## src/rtl/addsub_accumulator.sv

```systemverilog
// addsub_accumulator
// Frame-based two's-complement add/subtract accumulator. Each accepted sample
// is added to or subtracted from the running value. After LEN samples the
// block holds the frame result (value, last carry, sticky signed overflow)
// until the consumer takes it. It then clears itself and starts the next frame.
module addsub_accumulator #(
    parameter int N   = 4,
    parameter int LEN = 4
) (
    input  logic         clk,
    input  logic         rst_n,
    input  logic         clr,
    input  logic         in_valid,
    output logic         in_ready,
    input  logic [N-1:0] in_data,
    input  logic         in_sub,
    output logic         out_valid,
    input  logic         out_ready,
    output logic [N-1:0] acc_data,
    output logic         acc_carry,
    output logic         acc_ovf
);

    // The sample counter is at least one bit wide, so LEN = 1 still elaborates.
    localparam int CW = (LEN > 1) ? $clog2(LEN) : 1;

    typedef enum logic {
        ACCUM = 1'b0,
        HOLD  = 1'b1
    } state_t;

    state_t        state_q;
    state_t        state_d;
    logic [CW-1:0] cnt_q;

    logic          accept;
    logic          release_hs;
    logic          last_sample;
    logic [N-1:0]  operand;
    logic [N:0]    sum;
    logic [N-1:0]  low_sum;
    logic          ovf_now;

    // The handshake flags depend only on the state register. This keeps
    // out_ready from reaching in_ready through combinational logic.
    assign in_ready    = (state_q == ACCUM);
    assign out_valid   = (state_q == HOLD);
    assign accept      = in_valid && in_ready;
    assign release_hs  = out_valid && out_ready;
    assign last_sample = (cnt_q == CW'(LEN - 1));

    // Subtraction is done as acc + ~in_data + 1, so a carry-out of 1 means no borrow.
    assign operand = in_data ^ {N{in_sub}};
    assign sum     = {1'b0, acc_data} + {1'b0, operand} + {{N{1'b0}}, in_sub};

    // Signed overflow is the carry into the MSB XOR the carry out of the MSB.
    // The carry into the MSB comes from the sum of the lower N-1 bits.
    assign low_sum = {1'b0, acc_data[N-2:0]} + {1'b0, operand[N-2:0]}
                   + {{(N-1){1'b0}}, in_sub};
    assign ovf_now = low_sum[N-1] ^ sum[N];

    // State register; reset abandons any partial or pending frame.
    always_ff @(posedge clk or negedge rst_n) begin
        if (!rst_n) begin
            state_q <= ACCUM;
        end else begin
            state_q <= state_d;
        end
    end

    // Next state: clr wins over everything, the LEN-th accept enters HOLD,
    // and the consumer handshake leaves it.
    always_comb begin
        state_d = state_q;
        if (clr) begin
            state_d = ACCUM;
        end else begin
            case (state_q)
                ACCUM: begin
                    if (accept && last_sample) begin
                        state_d = HOLD;
                    end
                end
                HOLD: begin
                    if (out_ready) begin
                        state_d = ACCUM;
                    end
                end
                default: state_d = ACCUM;
            endcase
        end
    end

    // Datapath registers. They are cleared on clr or on the result handshake
    // and update only on an accepted sample. The sample counter wraps to 0 on
    // the frame's last accept.
    always_ff @(posedge clk or negedge rst_n) begin
        if (!rst_n) begin
            acc_data  <= '0;
            acc_carry <= 1'b0;
            acc_ovf   <= 1'b0;
            cnt_q     <= '0;
        end else if (clr || release_hs) begin
            acc_data  <= '0;
            acc_carry <= 1'b0;
            acc_ovf   <= 1'b0;
            cnt_q     <= '0;
        end else if (accept) begin
            acc_data  <= sum[N-1:0];
            acc_carry <= sum[N];
            acc_ovf   <= acc_ovf | ovf_now;
            cnt_q     <= last_sample ? '0 : cnt_q + CW'(1);
        end
    end

endmodule

```

## config.mk

```make
export PLATFORM = sky130hd
export DESIGN_NAME = addsub_accumulator
export DESIGN_NICKNAME = d
export VERILOG_FILES = /design/src/rtl/addsub_accumulator.sv
export SDC_FILE = /design/constraint.sdc
export NUM_CORES = 1
export LEC_CHECK = 0
export ABC_AREA = 1
export BUFFER_PORTS_ARGS = -buffer_cell sky130_fd_sc_hd__buf_2
export CAP_MARGIN = 0
export CORE_AREA = 2 2 39 41
export DETAILED_ROUTE_END_ITERATION = 10
export DIE_AREA = 0 0 41 43
export GPL_ROUTABILITY_DRIVEN = 0
export MAX_ROUTING_LAYER = met4
export PLACE_DENSITY = 0.78
export SLEW_MARGIN = 20
export SYNTH_ARGS = -nofsm -noshare
export SYNTH_HDL_FRONTEND = slang
export SYNTH_SLANG_ARGS = --single-unit
```

## constraint.sdc

```tcl
create_clock -name clk -period 1.83 [get_ports clk]
set_input_delay 0.0915 -clock clk [delete_from_list [all_inputs] [get_ports clk]]
set_output_delay 0.0915 -clock clk [all_outputs]
set_load 0.02 [all_outputs]
```

Yosys cells after proc, flatten, opt, wreduce, memory -nomap -nowiden
Index checks and enable logic that the tools add are counted.

cells by class
  add/sub/neg operators = 5
  eq/ne operators = 1
  mux-type cells = 13
  bitwise operators = 4
  reduce and logical (&&, ||, !) cells = 5

operators by type and width
  kind                                                           number
  4-bit two-way mux                                              2
  1-bit two-way mux                                              7
  2-bit two-way mux                                              3
  4-bit by 4-bit adder with 5-bit output                         1
  5-bit by 1-bit adder with 5-bit output                         1
  3-bit by 3-bit adder with 4-bit output                         1
  4-bit by 1-bit adder with 4-bit output                         1
  4-bit XOR                                                      1
  1-bit logical AND                                              3
  2-bit by 1-bit adder with 2-bit output, second input constant  1
  2-bit equality test, second input constant                     1
  1-bit one-hot mux with 2 select lines                          1
  2-bit nonzero test                                             1
  1-bit logical OR                                               1
  1-bit inverter                                                 1
  1-bit bitwise OR                                               1
  1-bit XOR                                                      1

storage, ports and cells
  register bits after elaboration = 9
  bits of input ports = 10
  logic and storage cells = 33

Logic depth before layout (Yosys ltp)
  word-level depth = 7
  mapped depth = 11
  depth with buffers taken out = 11

Least setup slack after synthesis
OpenSTA, ideal clock, no wires.

  path kind = flip-flop to flip-flop
  start point = register acc_data[0]
  end point = register acc_ovf
  library setup time = 0.125 ns
  data arrival time = 1.421 ns
  setup slack = 0.284 ns
  stages on the path, launching flop included = 11
  path buffers = 0
  path through = dfrtp_1 > nand2_1 > nand2_2 > inv_1 > fa_1 > nor2_1 > nor2_1 > inv_1 > nand2_1 > nand3_1 > a21oi_1

between the ends
  longest elaborated chain between the ends = 6

ends and longest elaborated chain
  item                                                                                                     RTL line  source
  from (decl)                                                                                              19        output logic [N-1:0] acc_data,
  from (signal assigned)                                                                                   109       acc_data <= sum[N-1:0];
  4-bit by 4-bit adder with 5-bit output / 3-bit by 3-bit adder with 4-bit output (equally long branches)  54, 58
  5-bit by 1-bit adder with 5-bit output / 4-bit by 1-bit adder with 4-bit output (equally long branches)  54, 59
  1-bit XOR (*)                                                                                            60        assign ovf_now = low_sum[N-1] ^ sum[N];
  1-bit bitwise OR (*)                                                                                     111       acc_ovf <= acc_ovf | ovf_now;
  1-bit two-way mux (*)                                                                                    108       end else if (accept) begin
  1-bit two-way mux (*)                                                                                    103       end else if (clr || release_hs) begin
  to (signal assigned)                                                                                     111
  to (decl)                                                                                                21        output logic acc_ovf

Every way passes the cells marked *; elsewhere a longest branch is shown, timed or not. The select of a mux whose other input is x is not followed.
A chain may end at the register's enable or synchronous reset.

Final worst setup path
Ends and elaborated chain as after synthesis.

==> run metrics <==
status=completed; Final ANT Viol Nets=0; Mapped Area=569 um^2; Worst IR Drop VDD=0.366 mV; ys flop type=dfrtp_1; max incr delay on CP=390 ps; delay-heaviest family, CP=simple AND/OR/NAND/NOR gates; largest net degree at the start of global routing=10; Via Count=521; footprint of the multi-input gates=303 um^2; share of cells above drive strength 1=27.5%; postcts setup bufs=0; Routed WL=1090 um; grt peak-use layer=met2; Flop pwr share=40.2%; post-CTS sizing=0; Crit Path Class=flop to flop; Int Pwr=0.384 mW; initial drt markers=5; Final period util=81.5%; Yosys cell types=18; CTS tree=done; Initial Util=41.1%; hold_buf cts=1; Synth async-reset ratio=100%; Die X-Extent=41 um; Pleak=0.407 nW; GRT met2 Usage=21.3%; top fanout value on the critical path=4; cts bufs inserted=3; placed cell area=674 um^2; number of synthesized flops with an enable pin=0; final hold violations=0; # IOs=18; synthesized area per cell=8.25 um^2; post-synth net total=84; initial antenna violation count=0; Clock Sinks=9; slowest cell on the critical path=fa_1; commonest cells after routing, fill and taps aside=17 x buf_2, 15 x nand2_1, 10 x inv_1; setup TNS=0 ps; Root Driver=clkbuf_4; Yosys reg bits=9; vias per cell=4.87; Filler cells=135; final worst setup slack=338 ps; part of the power in the clock network=26.5%; H-tree levels=1; worst clock skew=1.08 ps; CP Buf/Inv Count=2; Synth Instances=69; gr ovfl total=0; Setup crit start kind=flop; core area=1380 um^2; Worst Tran Pin Value=268 ps; fin area=711 um^2; synth warn=0; global-route wire length before repair=1750 um; Rel. slew slack=82.0%; M1 GR Usage=19.1%; gr usage total=15.2%; clk_lat worst skew=260 ps; Wirelength per Cell=10.2 um; Remaining DRCs=0; Die Y=43 um; IO buf count=17; RSZ-0062 raised after global routing=false; proportion of synthesized chip area in sequential cells=39.6%; FF+latch area=225 um^2; endpoints failing setup=0; # diodes=0; PD cells=830 nW/um^2; Net Sw Frac=34.9%; Worst-path clk slew=60 ps; Placed Instances=102; Critical Path AT=1630 ps; max-cap violations=0; hold slack=111 ps; combinational share of power=33.3%; FP Rows=14; routing usage on met3=7.85%; commonest non-fill, non-tap cell in the layout=buf_2; Die ar.=1760 um^2; vias in the first global route=425; Final HPWL DP=868 um; NetSw=0.206 mW; CP Capture Type=flop; Final Core Density=51.4%; Slew Limit Fails=0; hold crit path type=input pin to flop; Area Overhead vs Synth=24.8%; drt pass-1 iters=4; Peak Freq=0.670 GHz; critical path required time=1970 ps; Power Total=0.590 mW; Place WS=344 ps; final cell count without fillers=107; crit-path cells=nand2_1 > nand2_2 > inv_1 > fa_1 > nor2_1 > nor2_1 > inv_1 > nand2_1 > nand3_1 > a21oi_1; Final #Nets=107; post-layout min period=1490 ps; clk buf depth=2
-- flip-flops by register name, indices dropped and copies added (netlist names) --
name,flops
acc_carry,1
acc_data,4
acc_ovf,1
cnt_q,2
out_valid,1
-- cells in the mapped netlist, drive strengths merged (2+ instances only) --
cell type,count,share of area [%]
a21oi,6,5.3
dfrtp,9,40
ha,4,8.8
inv,11,7.3
nand2,18,13
nand3,3,2.6
nor2,6,4.4
o21ai,2,1.8
xor2,4,6.2
-- power by group through the flow --
stage | Combinational, mW | Clock (mW) | Sequential, mW
after floorplan | 0.117 | 0 | 0.262
after global placement | 0.194 | 0 | 0.241
after detailed placement | 0.196 | 0 | 0.241
after CTS | 0.200 | 0.162 | 0.238
after global routing | 0.222 | 0.179 | 0.241
final | 0.196 | 0.156 | 0.237
-- cell type report --
class | instances | area share (%)
Inverter | 11 | 5.81
Sequential cell | 9 | 31.7
Multi-Input combinational cell | 49 | 42.6
Tap cell | 16 | 2.82
Timing Repair Buffer | 18 | 13.4
Clock buffer | 4 | 3.70
-- cell families after synthesis --
kind of cell	count (synthesis)	share of synthesized area, %
and+or+nand+nor	27	20.2
adders and majority gates	5	12.3
buffers and inverters	11	7.25
DFF	9	39.6
AOI/OAI and AO/OA	12	13.0
xor gates and xnor gates	5	7.69
-- layer usage --
layer | share of wire (%) | vias up
met5 | 0 | -
met4 | 0 | 0
met3 | 5.0 | 0
met2 | 50 | 12
met1 | 45 | 242
li1 | - | 267
-- worst register-to-register path: stages (launching register included) --
cell	delay [ps]
dfrtp_1	380
nand2_1	70
nand2_2	80
inv_1	50
fa_1	400
nor2_1	120
nor2_1	60
inv_1	60
nand2_1	50
nand3_1	60
a21oi_1	60
-- path summary, 6_finish.rpt --
kind                             startpoint  slack [ps]     endpoint  depth (start not counted)
max in group asynchronous             rst_n        1440     cnt_q[0]                          2
min in group asynchronous             rst_n         210  acc_data[3]                          2
worst max register to register  acc_data[0]         340      acc_ovf                         10
worst max-delay path            acc_data[0]         340      acc_ovf                         10
worst min-delay path                    clr         110  acc_data[3]                          4
worst min register to register    acc_carry         510    acc_carry                          1
Power figures use the tool's default switching activity.
